$ cat src/rtl/bcd_down_timer.sv
// rtl/bcd_down_timer.sv - multi-digit BCD down-counter/timer with prescaled tick and done pulse
// Optional periodic reload when BCD_TIMER_AUTO_RELOAD_EN is defined.
module bcd_down_timer #(
   parameter int DIGITS   = 2,
   parameter int TICK_DIV = 50000000
) (
   input  logic                  clk,
   input  logic                  rst,
   input  logic                  load,
   input  logic [4*DIGITS-1:0]   load_val,
   input  logic                  start,
   input  logic                  pause,
   output logic [4*DIGITS-1:0]   count,
   output logic [1:0]            state,
   output logic                  zero,
   output logic                  done
);

   localparam int W  = 4 * DIGITS;
   localparam int PW = (TICK_DIV > 1) ? $clog2(TICK_DIV) : 1;
   localparam logic [PW-1:0] PRESC_LAST = PW'(TICK_DIV - 1);
   localparam logic [W-1:0]  ONE        = W'(1);

   typedef enum logic [1:0] {
      S_IDLE  = 2'd0,
      S_RUN   = 2'd1,
      S_PAUSE = 2'd2,
      S_DONE  = 2'd3
   } state_t;

   state_t         state_q;
   logic [W-1:0]   count_q;
   logic [PW-1:0]  presc_q;
   logic           done_q;
   logic           tick;
   logic [W-1:0]   count_dec;
`ifdef BCD_TIMER_AUTO_RELOAD_EN
   logic [W-1:0]   reload_q;
`endif

   function automatic logic [W-1:0] bcd_dec(input logic [W-1:0] v);
      logic [W-1:0] r;
      logic         borrow;
      r      = v;
      borrow = 1'b1;
      for (int i = 0; i < DIGITS; i++) begin
         if (borrow) begin
            if (v[4*i +: 4] == 4'd0) begin
               r[4*i +: 4] = 4'd9;
            end else begin
               r[4*i +: 4] = v[4*i +: 4] - 4'd1;
               borrow      = 1'b0;
            end
         end
      end
      return r;
   endfunction

   function automatic logic [W-1:0] bcd_clamp(input logic [W-1:0] v);
      logic [W-1:0] r;
      r = v;
      for (int i = 0; i < DIGITS; i++) begin
         if (v[4*i +: 4] > 4'd9) r[4*i +: 4] = 4'd9;
      end
      return r;
   endfunction

   assign tick      = (state_q == S_RUN) && (presc_q == PRESC_LAST);
   assign count_dec = bcd_dec(count_q);

   always_ff @(posedge clk or negedge rst) begin
      if (!rst) begin
         state_q  <= S_IDLE;
         count_q  <= '0;
         presc_q  <= '0;
         done_q   <= 1'b0;
`ifdef BCD_TIMER_AUTO_RELOAD_EN
         reload_q <= '0;
`endif
      end else begin
         done_q <= 1'b0;
         if (load) begin
            count_q  <= bcd_clamp(load_val);
`ifdef BCD_TIMER_AUTO_RELOAD_EN
            reload_q <= bcd_clamp(load_val);
`endif
            state_q  <= S_IDLE;
            presc_q  <= '0;
         end else begin
            case (state_q)
               S_IDLE: begin
                  if (start && (count_q != '0)) begin
                     state_q <= S_RUN;
                     presc_q <= '0;
                  end
               end
               S_RUN: begin
                  presc_q <= tick ? '0 : presc_q + 1'b1;
                  if (pause) state_q <= S_PAUSE;
                  if (tick) begin
                     if (count_q == ONE) begin
                        // Reaching zero ends the run even if pause arrives on the same tick.
                        count_q <= count_dec;
                        done_q  <= 1'b1;
`ifdef BCD_TIMER_AUTO_RELOAD_EN
                        if (reload_q == '0) state_q <= S_DONE;
`else
                        state_q <= S_DONE;
`endif
                     end
`ifdef BCD_TIMER_AUTO_RELOAD_EN
                     else if (count_q == '0) begin
                        count_q <= reload_q;
                     end
`endif
                     else begin
                        count_q <= count_dec;
                     end
                  end
               end
               S_PAUSE: begin
                  if (start) state_q <= S_RUN;
               end
               default: begin
                  state_q <= S_DONE;
               end
            endcase
         end
      end
   end

   assign count = count_q;
   assign state = state_q;
   assign zero  = (count_q == '0);
   assign done  = done_q;

endmodule

$ cat config.mk
export PLATFORM = sky130hd
export DESIGN_NAME = bcd_down_timer
export DESIGN_NICKNAME = d
export VERILOG_FILES = /design/src/rtl/bcd_down_timer.sv
export SDC_FILE = /design/constraint.sdc
export NUM_CORES = 1
export LEC_CHECK = 0
export CAP_MARGIN = 20
export CORE_ASPECT_RATIO = 1.5
export CORE_MARGIN = 10
export CORE_UTILIZATION = 55
export DETAILED_ROUTE_END_ITERATION = 16
export GPL_TIMING_DRIVEN = 0
export PLACE_DENSITY = 0.78
export RECOVER_POWER = 50
export SLEW_MARGIN = 20
export SYNTH_ARGS = -nofsm -noshare
export SYNTH_HDL_FRONTEND = slang
export SYNTH_SLANG_ARGS = --single-unit
export TNS_END_PERCENT = 20
$ cat constraint.sdc
create_clock -name clk -period 4.6 [get_ports clk]
set_input_delay 0.46 -clock clk [delete_from_list [all_inputs] [get_ports clk]]
set_output_delay 0.46 -clock clk [all_outputs]
set_load 0.01 [all_outputs]
==> results.md <==
- Status: finished with violations
- Failing checks: capacitance limit, slew limit
- Vias per cell: roughly 6.2
- Largest net degree at the start of global routing: 32
- Die X: approximately 74 microns
- Avg Cell Area, Syn: slightly below 10 sq um
- Core area: 4209 sq um
- Syn Nets: roughly 260
- DRT Pass-1 Iters: 4
- Worst Max-Slew Pin Slew: 1760 ps
- Top Family by Delay on Critical Path: simple AND/OR/NAND/NOR gates
- Total wire length: 5668 microns
- Yosys cell types: 60
- Final-report setup violation count: 0
- Critical Path Sink Type: primary output
- Tmin final: 2358 ps
- CTS Hold Buffers Added: 0
- Clk pin slew, worst setup/hold paths: 80 ps
- Max incr delay on CP: 550 ps
- Most common cell on crit path: nor2_1
- Max-cap violations: 1
- F_max: approximately 420 MHz
- Slew HR: -17.31%
- Drt wl/cell: 17.60 microns
- GPL Wtd Cong: 0.8462
- Final WS setup: 2242 ps
- Final hold vios: 0
- Met1 Usage GRT: 17.88%
- Post-layout power: 0.6738 mW
- Worst endpoint data arrival time: 1900 ps
- Clk buf depth: 2
- Inserted Diodes: 0
- Drt drc: 0
- Crit. Startpoint: count[3]
- Initial DRC Count: 132
- Global-route wire length before repair: 9708 microns
- Die Y-Extent: between 100 and 150 microns
- Share of layout cells above drive strength 1: 15.22%
- Number of I/O port buffers: 23
- Root Buffer: clkbuf_8
- HP Class: input port to asynchronous set/reset pin
- Met2 Usage GRT: roughly 28%
- Placed cell area: 2693 sq um
- Via count: 2001
- Met3 GRT Util: approximately 5.5%
- Main synth FF type: dfrtp_1
- Leak Pwr: 1.058 nW
- Initial antenna violation count: 0
- Clock Latency Late Sink: 290 ps
- Max VDD drop: between 0.15 and 0.2 mV
- FF-to-FF Start: presc_q[0]
- Yosys warning count: 0
- CTS tree: built
- CP Buf/Inv Count: 1
- Number of global-route vias before repair: approximately 2100
- CTS resizes: 0
- Fin area: between 2000 and 3000 sq um
- HPWL Detailed: between 4000 and 5000 microns
- Unrepaired setup endpoints after global routing: false
- H-tree Lvls: 2
- CTS sink count: 37
- Hold WS: 47.20 ps
- Initial core utilization: 56.78%
- Mapped Area: 2390 sq um
- Row count: 29
- Setup Buffers After CTS: 0
- Die area: 7436 sq um
- FFs w/ async S/R, synth: 100.0%
- Synth-to-layout area growth: 14.76%
- Critical Path Source Type: register
- Synth Register Bits: 37
- Final worst path period share: approximately half
- Final Slew Violations: 32
- Gr busiest metal: met2
- PD cells: around 250 nW/um^2
- CP cell instances: nor2_1 -> nand2_1 -> nor2_1 -> clkdlybuf4s50_1
- EDFF count, synth: 0
- CP required: 4140 ps
- Slowest-stage cell, CP: clkdlybuf4s50_1
- Total track usage: 16.27%
- Grt ovf: 0
- Worst Setup Path Type: register to primary output
- Synth Instances: 244
- Fillers: 369
- Dpl ws: 2400 ps
- Nets: a little under 300
- Critical-path maximum fanout: 5
- Post-route ant nets: 0
- Setup_tns: 0 ps
- Sequential element share of the synthesized area: 38.74%
- Ports: 25
- Layout Skew: 8.550 ps
- CTS Buf Count: 5
cells in the final DEF (no fill, tap or decap), types with 2 or more instances in the layout:
cell type / netlist / final
a2111oi_2: 4 / 4
a2111oi_4: 3 / 3
a21oi_1: 12 / 12
a22o_1: 2 / 2
a31oi_1: 12 / 12
and2_1: 3 / 3
and3_1: 5 / 5
and4_1: 4 / 4
buf_2: 3 / 3
buf_4: 2 / 2
buf_6: 5 / 5
clkbuf_1: 2 / 5
clkbuf_8: 1 / 6
clkdlybuf4s50_1: 0 / 17
clkinv_2: 0 / 2
dfrtp_1: 37 / 37
dlygate4sd3_1: 0 / 5
inv_1: 9 / 9
nand2_1: 28 / 28
nand2b_1: 2 / 2
nand3_1: 8 / 8
nand4_1: 5 / 6
nand4_4: 3 / 2
nor2_1: 23 / 23
nor3_1: 5 / 5
nor3_2: 2 / 2
nor4_1: 3 / 3
nor4b_2: 2 / 2
nor4b_4: 2 / 2
o21ai_0: 9 / 9
o21bai_1: 2 / 2
o311ai_0: 2 / 2
or4_1: 2 / 2
xnor2_1: 11 / 11
xor2_1: 3 / 3
where the power goes:
part           total (mW)  leakage (nW)  internal [mW]  switching, mW
logic               0.102         0.514         0.0454         0.0561
clock network       0.225        0.0450          0.105          0.120
registers           0.347         0.498          0.334         0.0136
worst register-to-register path, stage by stage, from the launching register on:
cell      delay (ps)
dfrtp_1          430
ha_1             240
and3_1           180
buf_2            160
nand4_1          340
o21ai_2          220
or4_1            530
o21bai_1         150
cells in the mapped netlist, drive strengths merged, types with 2 or more instances:
cell,instances,share of area (%)
o21bai,2,0.63
nand3,9,2.4
o21ai,11,2.5
a2111oi,7,6.0
a31oi,12,3.1
inv,9,1.4
o311ai,2,0.73
a21oi,12,2.5
nor2,24,4.1
and3,5,1.3
buf,10,3.6
and4,5,1.9
and2,5,1.4
nand2b,2,0.52
or3,2,0.58
dfrtp,37,39
clkbuf,4,1.2
nand2,28,4.4
a22o,2,0.73
xor2,3,1.1
xnor2,11,4.0
nor4b,4,3.2
nor4,4,1.3
nor3,7,1.9
nand4,8,4.0
or4,2,0.63
through the flow:
step | util (%) | instances
2_1_floorplan | - | 244
3_3_place_gp | 63.61 | 313
3_5_place_dp | 63.97 | 314
4_1_cts | 65.93 | 322
5_1_grt | 65.16 | 322
6_report | 65.16 | 322
path summary, 6_finish.rpt:
check                         endpoint  slack [ps]  depth (start not counted)
max in group asynchronous  presc_q[24]        2580                          2
max                               zero        2240                          4
min                         presc_q[3]          50                          1
min in group clk              count[4]         440                          2
min reg2reg                presc_q[20]         510                          1
max reg2reg                presc_q[20]        2290                          7
final cells by class:
| type | instances | area [sq um] | share of cell area, % |
|---|---|---|---|
| inverter | 9 | 33.78 | 1.232 |
| sequential | 37 | 925.9 | 33.76 |
| clock buffer | 6 | 72.57 | 2.646 |
| multi-input combinational | 184 | 1300 | 47.40 |
| buffer | 14 | 115.1 | 4.197 |
| timing repair buffer | 24 | 227.7 | 8.303 |
| clock inverter | 2 | 10.01 | 0.3650 |
| tap | 46 | 57.56 | 2.099 |
kinds of logic after synthesis:
| kind of cell | share of synthesized area, % |
|---|---|
| simple gates | 29.01 |
| compound gates | 19.95 |
| flops | 38.74 |
| buf+inv | 6.230 |
| xor+xnor | 5.131 |
| mux | 0.4189 |
| fa+ha+maj | 0.5235 |
state kept, by name, summed over array words and instances, names as in the netlist:
signal	cells
count	8
done	1
presc_q	26
state	2
routing by layer:
metal  share of wire, %  up-vias
met5                  0        -
met4                2.0        0
met3                5.4       12
met2                 52       47
met1                 41      981
li1                   -      961
(Power assumes the default switching activity.)
